===== src/rtl/aes_scan_pkg.sv =====
// Shared types and constants for the AES-256 key-candidate scan controller.
package aes_scan_pkg;

  localparam int WORD_W          = 128;
  localparam int ADDR_STEP       = 16;
  localparam int DEFAULT_LATENCY = 13;
  localparam int TAG_ADDR_W      = 32;

  typedef enum logic [2:0] {
    ST_IDLE  = 3'd0,
    ST_PRIME = 3'd1,
    ST_RUN   = 3'd2,
    ST_DRAIN = 3'd3,
    ST_DONE  = 3'd4
  } state_t;

  typedef struct packed {
    logic                  valid;
    logic [TAG_ADDR_W-1:0] addr;
    logic                  last;
  } tag_t;

  function automatic logic [15:0] sat_inc16(input logic [15:0] value);
    logic [15:0] result;
    if (value == 16'hFFFF) begin
      result = value;
    end else begin
      result = value + 16'd1;
    end
    return result;
  endfunction

endpackage


===== src/rtl/aes_scan_tag_delay.sv =====
// Tag delay line that tracks each candidate through the key schedule pipeline.
// flush empties every stage so cancelled candidates never reach the output.
module aes_scan_tag_delay
  import aes_scan_pkg::*;
#(
  parameter int DEPTH = DEFAULT_LATENCY
) (
  input  logic clk,
  input  logic rst,
  input  logic flush,
  input  tag_t din,
  output tag_t dout
);

  tag_t pipe_r [DEPTH];

  // Shift register of tags, cleared by reset or flush.
  always_ff @(posedge clk or posedge rst) begin
    if (rst) begin
      for (int i = 0; i < DEPTH; i++) begin
        pipe_r[i] <= '0;
      end
    end else if (flush) begin
      for (int i = 0; i < DEPTH; i++) begin
        pipe_r[i] <= '0;
      end
    end else begin
      pipe_r[0] <= din;
      for (int i = 1; i < DEPTH; i++) begin
        pipe_r[i] <= pipe_r[i-1];
      end
    end
  end

  assign dout = pipe_r[DEPTH-1];

endmodule


===== src/rtl/aes256_scan_ctrl.sv =====
// Scan controller: pairs consecutive 128-bit words into AES-256 key candidates,
// tags them through the schedule latency and gathers comparator hits.
// Optional macro AES_SCAN_STOP_ON_HIT_EN stops consuming words after the first hit.
module aes256_scan_ctrl
  import aes_scan_pkg::*;
#(
  parameter int ADDR_W  = 32,
  parameter int LATENCY = DEFAULT_LATENCY
) (
  input  logic              clk,
  input  logic              rst,
  input  logic              start,
  input  logic              abort,
  input  logic [ADDR_W-1:0] base_addr,
  input  logic [ADDR_W-1:0] num_words,
  input  logic              s_valid,
  input  logic [WORD_W-1:0] s_data,
  output logic              s_ready,
  output logic [WORD_W-1:0] key_hi,
  output logic [WORD_W-1:0] key_lo,
  output logic              res_valid,
  output logic [ADDR_W-1:0] res_addr,
  output logic              res_last,
  input  logic              hit,
  output logic              busy,
  output logic              done,
  output logic              hit_found,
  output logic [ADDR_W-1:0] hit_addr,
  output logic [15:0]       hit_count
);

  localparam int CNT_W = $clog2(LATENCY + 2);

  state_t              state_r;
  state_t              state_s;
  logic                ready_r;
  logic                busy_r;
  logic                done_r;
  logic [ADDR_W-1:0]   addr_cnt_r;
  logic [ADDR_W-1:0]   remain_r;
  logic [WORD_W-1:0]   prev_r;
  logic [WORD_W-1:0]   key_hi_r;
  logic [WORD_W-1:0]   key_lo_r;
  tag_t                tag_in_s;
  tag_t                tag_r;
  tag_t                tag_out_s;
  logic [CNT_W-1:0]    inflight_r;
  logic                hit_found_r;
  logic [ADDR_W-1:0]   hit_addr_r;
  logic [15:0]         hit_count_r;

  logic accept_s;
  logic abort_s;
  logic issue_s;
  logic retire_s;
  logic last_word_s;
  logic capture_s;
  logic first_hit_s;

  assign accept_s    = s_valid && ready_r;
  assign abort_s     = abort && (state_r != ST_IDLE);
  assign issue_s     = accept_s && (state_r == ST_RUN) && !abort_s;
  assign retire_s    = tag_out_s.valid;
  assign last_word_s = (remain_r == ADDR_W'(1));
  assign capture_s   = hit && tag_out_s.valid && !abort_s &&
                       ((state_r == ST_RUN) || (state_r == ST_DRAIN));
  assign first_hit_s = capture_s && !hit_found_r;

  // Next-state decode; abort overrides every other transition.
  always_comb begin
    state_s = state_r;
    if (abort_s) begin
      state_s = ST_IDLE;
    end else begin
      case (state_r)
        ST_IDLE: begin
          if (start) begin
            if (num_words < ADDR_W'(2)) begin
              state_s = ST_DONE;
            end else begin
              state_s = ST_PRIME;
            end
          end else begin
            state_s = ST_IDLE;
          end
        end
        ST_PRIME: begin
          if (accept_s) begin
            state_s = ST_RUN;
          end else begin
            state_s = ST_PRIME;
          end
        end
        ST_RUN: begin
          if (accept_s && last_word_s) begin
            state_s = ST_DRAIN;
`ifdef AES_SCAN_STOP_ON_HIT_EN
          end else if (first_hit_s) begin
            state_s = ST_DRAIN;
`endif
          end else begin
            state_s = ST_RUN;
          end
        end
        ST_DRAIN: begin
          if (inflight_r == '0) begin
            state_s = ST_DONE;
          end else begin
            state_s = ST_DRAIN;
          end
        end
        ST_DONE: state_s = ST_IDLE;
        default: state_s = ST_IDLE;
      endcase
    end
  end

  // State register; status outputs are registered from the next state.
  always_ff @(posedge clk or posedge rst) begin
    if (rst) begin
      state_r <= ST_IDLE;
      ready_r <= 1'b0;
      busy_r  <= 1'b0;
      done_r  <= 1'b0;
    end else begin
      state_r <= state_s;
      ready_r <= (state_s == ST_PRIME) || (state_s == ST_RUN);
      busy_r  <= (state_s != ST_IDLE);
      done_r  <= (state_s == ST_DONE);
    end
  end

  // Address/remaining counters and the overlapping key-pair datapath.
  always_ff @(posedge clk or posedge rst) begin
    if (rst) begin
      addr_cnt_r <= '0;
      remain_r   <= '0;
      prev_r     <= '0;
      key_hi_r   <= '0;
      key_lo_r   <= '0;
    end else if ((state_r == ST_IDLE) && start) begin
      addr_cnt_r <= base_addr;
      remain_r   <= num_words;
    end else if (accept_s && !abort_s) begin
      remain_r <= remain_r - ADDR_W'(1);
      prev_r   <= s_data;
      if (state_r == ST_RUN) begin
        key_hi_r   <= prev_r;
        key_lo_r   <= s_data;
        addr_cnt_r <= addr_cnt_r + ADDR_W'(ADDR_STEP);
      end
    end
  end

  // Tag for the candidate being loaded into the key registers this edge.
  always_comb begin
    tag_in_s = '0;
    if (issue_s) begin
      tag_in_s.valid = 1'b1;
      tag_in_s.addr  = TAG_ADDR_W'(addr_cnt_r);
      tag_in_s.last  = last_word_s;
    end else begin
      tag_in_s = '0;
    end
  end

  // Tag register aligned with key_hi/key_lo; the delay line adds LATENCY more.
  always_ff @(posedge clk or posedge rst) begin
    if (rst) begin
      tag_r <= '0;
    end else begin
      tag_r <= tag_in_s;
    end
  end

  aes_scan_tag_delay #(
    .DEPTH (LATENCY)
  ) u_tag_delay (
    .clk   (clk),
    .rst   (rst),
    .flush (abort_s),
    .din   (tag_r),
    .dout  (tag_out_s)
  );

  // Candidates issued but not yet seen at the pipeline output.
  always_ff @(posedge clk or posedge rst) begin
    if (rst) begin
      inflight_r <= '0;
    end else if (abort_s) begin
      inflight_r <= '0;
    end else if (issue_s && !retire_s) begin
      inflight_r <= inflight_r + CNT_W'(1);
    end else if (!issue_s && retire_s) begin
      inflight_r <= inflight_r - CNT_W'(1);
    end
  end

  // Hit collection; only the first hit of a scan sets the reported address.
  always_ff @(posedge clk or posedge rst) begin
    if (rst) begin
      hit_found_r <= 1'b0;
      hit_addr_r  <= '0;
      hit_count_r <= '0;
    end else if ((state_r == ST_IDLE) && start) begin
      hit_found_r <= 1'b0;
      hit_addr_r  <= '0;
      hit_count_r <= '0;
    end else if (capture_s) begin
      hit_count_r <= sat_inc16(hit_count_r);
      if (first_hit_s) begin
        hit_found_r <= 1'b1;
        hit_addr_r  <= res_addr;
      end
    end
  end

  assign s_ready   = ready_r;
  assign busy      = busy_r;
  assign done      = done_r;
  assign key_hi    = key_hi_r;
  assign key_lo    = key_lo_r;
  assign res_valid = tag_out_s.valid;
  assign res_addr  = ADDR_W'(tag_out_s.addr);
  assign res_last  = tag_out_s.last;
  assign hit_found = hit_found_r;
  assign hit_addr  = hit_addr_r;
  assign hit_count = hit_count_r;

endmodule

===== config.mk =====
export PLATFORM = sky130hd
export DESIGN_NAME = aes256_scan_ctrl
export DESIGN_NICKNAME = d
export VERILOG_FILES = /design/src/rtl/aes_scan_pkg.sv /design/src/rtl/aes_scan_tag_delay.sv /design/src/rtl/aes256_scan_ctrl.sv
export SDC_FILE = /design/constraint.sdc
export NUM_CORES = 2
export LEC_CHECK = 0
export CAP_MARGIN = 20
export CORE_MARGIN = 1.5
export CORE_UTILIZATION = 26
export DETAILED_ROUTE_END_ITERATION = 12
export PLACE_DENSITY = 0.56
export SYNTH_ARGS = -nofsm -noshare
export SYNTH_HDL_FRONTEND = slang
export SYNTH_SLANG_ARGS = --single-unit
export TNS_END_PERCENT = 10

===== constraint.sdc =====
create_clock -name clk -period 95.1 [get_ports clk]
set_input_delay 9.51 -clock clk [delete_from_list [all_inputs] [get_ports clk]]
set_output_delay 9.51 -clock clk [all_outputs]
set_load 0.005 [all_outputs]

==> results.md <==
* # Max-Cap Violations at 0
* Final Cell Area at about 0.047 mm^2
* Number of antenna violations at the first check in global routing at 31
* Final max-slew violation count at 0
* Starting Density at 0.2622
* Unrepaired setup endpoints after global routing: false
* DIE WIDTH at 375.4 um
* Number of cells traversed by the worst hold path at 1
* Async set-or-reset flop fraction in the synthesized netlist at 1.000
* Vertical die dimension at ~380 um
* Mux cell area share after synthesis at 0.04196
* Number of setup buffers added after CTS at 0
* Maximum number of pins on one net before global-route repair at 337
* Number of placed cells counting well taps at about 5.3k
* Worst hold slack after final layout at around 0.43 ns
* Buffers from clock root to sink, at most at 3
* CP startpoint: rst
* Final antenna-violating net count at 0
* RD Place Congestion at 0.8319
* Count of flip-flops with a built-in enable after synthesis at 0
* Synthesized netlist net count at roughly 3.3k
* I/O pins at 540
* Final net count at ~3.8k
* Hold EP: u_tag_delay.pipe_r[382]$_DFF_PP0_
* Post-Synth Adder-Cell Area at 0.002638
* Result of the run: complete, no violations
* Worst Clk Skew at 0.03972 ns
* Main combinational cell family by area after synthesis: simple AND/OR/NAND/NOR gates
* Critical-path maximum fanout at 98
* Global-route total usage across every layer at 0.1333
* Clock latency at the later pin of the worst-skew pair at 0.71 ns
* Total length of routed wires at 94.58 mm
* Number of global-route vias before repair at 22.88k
* Number of endpoints failing setup at the final stage at 0
* Netlist area before placement at 0.03605 mm^2
* Vias per cell at 4.167
* Cell Pwr Density at 27.13 mW/mm^2
* Clk sinks at 983
* Setup slack on the worst flop-to-flop path at 91.71 ns
* Clock period minus final worst setup slack at 12.13 ns
* Capturing element type of the critical path: async pin
* Number of standard cells in the final layout excluding fillers at 5473
* Tightest Hold Check Type: reg -> reg
* Pin slew with the least headroom to its limit at 1.060 ns
* Hold-fix buffers, CTS at 0
* Synth-to-Final Area Change at 29.34%
* Sum of overflow across all layers after global routing at 0
* Final routed wire length divided by cell count at 17.28 um
* Crit path launch type: input port
* Data required time at the worst endpoint at 95.83 ns
* Number of warnings printed during yosys synthesis at 0
* Final number of hold-violating endpoints at 0
* First-iteration detailed-routing DRC count at roughly 1.6k
* Worst vdd rail ir drop at 0.01638 mV
* Register area share after synthesis at 0.6823
* Area of the die at between 0.1 and 0.15 mm^2
* Dpl cell area at 0.04307 mm^2
* Setup Crit Path Kind: in -> async
* Fraction of synthesized cell area in xor and xnor cells at 0.01312
* Ratio of cells with drive above 1 in the final layout at 0.09428
* Clock tree from TritonCTS: yes
* Maximum operating frequency at 82.45 MHz
* Relative slew slack at 0.2933
* Standard-cell rows at around 140
* Number of standard cells after synthesis at 3111
* Area of the placeable core at 0.1375 mm^2
* Dominant register cell in the synthesized netlist: sky130_fd_sc_hd__dfrtp_1
* Resized Gates After CTS at 0
* Number of buffer cells added on primary ports at ~540
* R2R depth at 7
* Detailed-placement wirelength estimate at ~63 mm
* Maximum level of the CTS H-tree at 3
* Crit Reg-Reg Startpoint: state_r[1]$_DFF_PP0_
* Compound-cell area share of the yosys netlist at 0.02096
* CTS Buf Count at 103
* Post-route fraction of the period consumed by the critical path at 0.1275
* Via count at 22.81k
* Clock-pin slew on the worst setup and hold paths at 0.06 ns
* Average cell area after synthesis at 11.59 um^2
* Simple-gate portion of the synthesized area at 0.2133
* Critical hold path startpoint: u_tag_delay.pipe_r[416]$_DFF_PP0_
* Leakage power summed over all cells at 22.19 nW
* Remaining DRCs at 0
* Number of flip-flops and latches in the synthesized netlist at between 900 and 1k
* Arrival @ worst endpoint at about 13 ns
* Setup_tns at 0 ns
* Cell at the root of the clock tree: sky130_fd_sc_hd__clkbuf_16
* Endpoint of the worst-slack reg-to-reg timing path: key_lo[52]$_DFFE_PP0P_
* Post-synth cell types at 59
* First-pass GRT wire length at 146.0 mm
* TritonRoute pass-1 iters at 4
## critical path: stages
cell	delay [ns]
sky130_fd_sc_hd__clkdlybuf4s50_1	0.49
sky130_fd_sc_hd__inv_8	0.50
sky130_fd_sc_hd__buf_4	0.64
sky130_fd_sc_hd__buf_4	0.80
sky130_fd_sc_hd__buf_4	0.77
## area by class of cell
| class | count | area (um^2) |
|---|---|---|
| timing repair buffer | 565 | 5705 |
| antenna | 9 | 22.52 |
| clock inverter | 34 | 376.6 |
| fill | 13780 | 90860 |
| sequential | 983 | 24600 |
| multi-input combinational | 1926 | 10560 |
| clock buffer | 156 | 3079 |
| inverter | 6 | 37.54 |
| tap | 1794 | 2245 |
## sequential cells by signal (all words and copies together), names as in the netlist
name and cells:
addr_cnt_r 32, busy 1, done 1, hit_addr 32, hit_count 16, hit_found 1, inflight_r 4, key_hi 128
key_lo 128, prev_r 128, remain_r 32, s_ready 1, state_r 3, tag_r 34, u_tag_delay.dout 34, u_tag_delay.pipe_r 408
## worst max-delay path by stage
| stage | to | slack (ns) | cells after the start |
|---|---|---|---|
| CTS | key_hi[22]$_DFFE_PP0P_ | 82.76 | 5 |
| detailed placement | key_hi[68]$_DFFE_PP0P_ | 81.96 | 5 |
| global placement | key_hi[68]$_DFFE_PP0P_ | 82.02 | 5 |
| finish | key_hi[65]$_DFFE_PP0P_ | 82.97 | 5 |
| global route | key_lo[43]$_DFFE_PP0P_ | 82.42 | 5 |
| floorplan | addr_cnt_r[0]$_DFFE_PP0P_ | 57.94 | 1 |
## synthesized netlist by cell type (all sizes together), types with 2 or more instances
cell / n / area, um^2
or3: 12 / 80.08
and2: 450 / 2815
nor2: 43 / 161.4
mux2: 129 / 1453
inv: 6 / 22.52
nand3: 36 / 180.2
and3: 39 / 244.0
buf: 65 / 411.6
nand4b: 2 / 17.52
and4: 4 / 35.03
nor2b: 3 / 18.77
nor4: 32 / 276.5
a21o: 2 / 15.01
nor3b: 2 / 15.01
nand4: 12 / 81.33
o21ai: 82 / 410.4
a221o: 5 / 50.05
nor4b: 4 / 41.29
o31ai: 2 / 20.02
and4bb: 2 / 25.02
ha: 6 / 75.07
o211ai: 7 / 52.55
a21oi: 14 / 70.07
or4: 5 / 41.29
a22oi: 4 / 30.03
xnor2: 35 / 306.5
a31oi: 6 / 37.54
mux2i: 6 / 60.06
nor3: 28 / 145.1
o311ai: 5 / 43.79
xor2: 19 / 166.4
clkbuf: 131 / 491.7
nand2: 919 / 3452
dfrtp: 983 / 24600
## per-layer routing
metal | share of wire | GRT usage
met1 | 0.43 | 0.1705
met2 | 0.44 | 0.1999
met3 | 0.096 | 0.05897
met4 | 0.029 | 0.04484
met5 | 0.0026 | 0
## cell usage in the layout, fill, tap and decap left out, drive strengths merged, types with 35 or more instances in the layout
cell / Yosys / final
nand2: 919 / 919
nor2: 43 / 43
and2: 450 / 450
mux2: 129 / 129
o21ai: 82 / 82
dfrtp: 983 / 983
nand3: 36 / 36
and3: 39 / 39
xnor2: 35 / 35
clkbuf: 131 / 156
clkdlybuf4s50: 0 / 539
## kinds of logic after synthesis
| kind of cell | Yosys count |
|---|---|
| AOI/OAI and AO/OA | 130 |
| xor gates and xnor gates | 54 |
| adders and majority gates | 7 |
| buffers and inverters | 202 |
| DFF | 983 |
| muxes | 135 |
| and+or+nand+nor | 1600 |
## report_power, final
group	total, W	switching (W)	internal [W]	leakage (nW)
Sequential	0.000565	0.0000597	0.000505	13.2
Clock	0.000408	0.000170	0.000238	1.70
Combinational	0.000292	0.000147	0.000145	7.24
Total	0.00127	0.000377	0.000888	22.2
## per-stage QoR
stage          total power (W)  utilization  setup WS, ns
5_1_grt               0.001337       0.3391         82.42
6_report              0.001265       0.3391         82.97
3_5_place_dp         0.0008645       0.3133         81.96
4_1_cts               0.001284       0.3384         82.76
2_1_floorplan        0.0006971            -         57.94
3_3_place_gp         0.0008618       0.3133         82.02
Note: power is estimated with default switching activity, not from simulation.
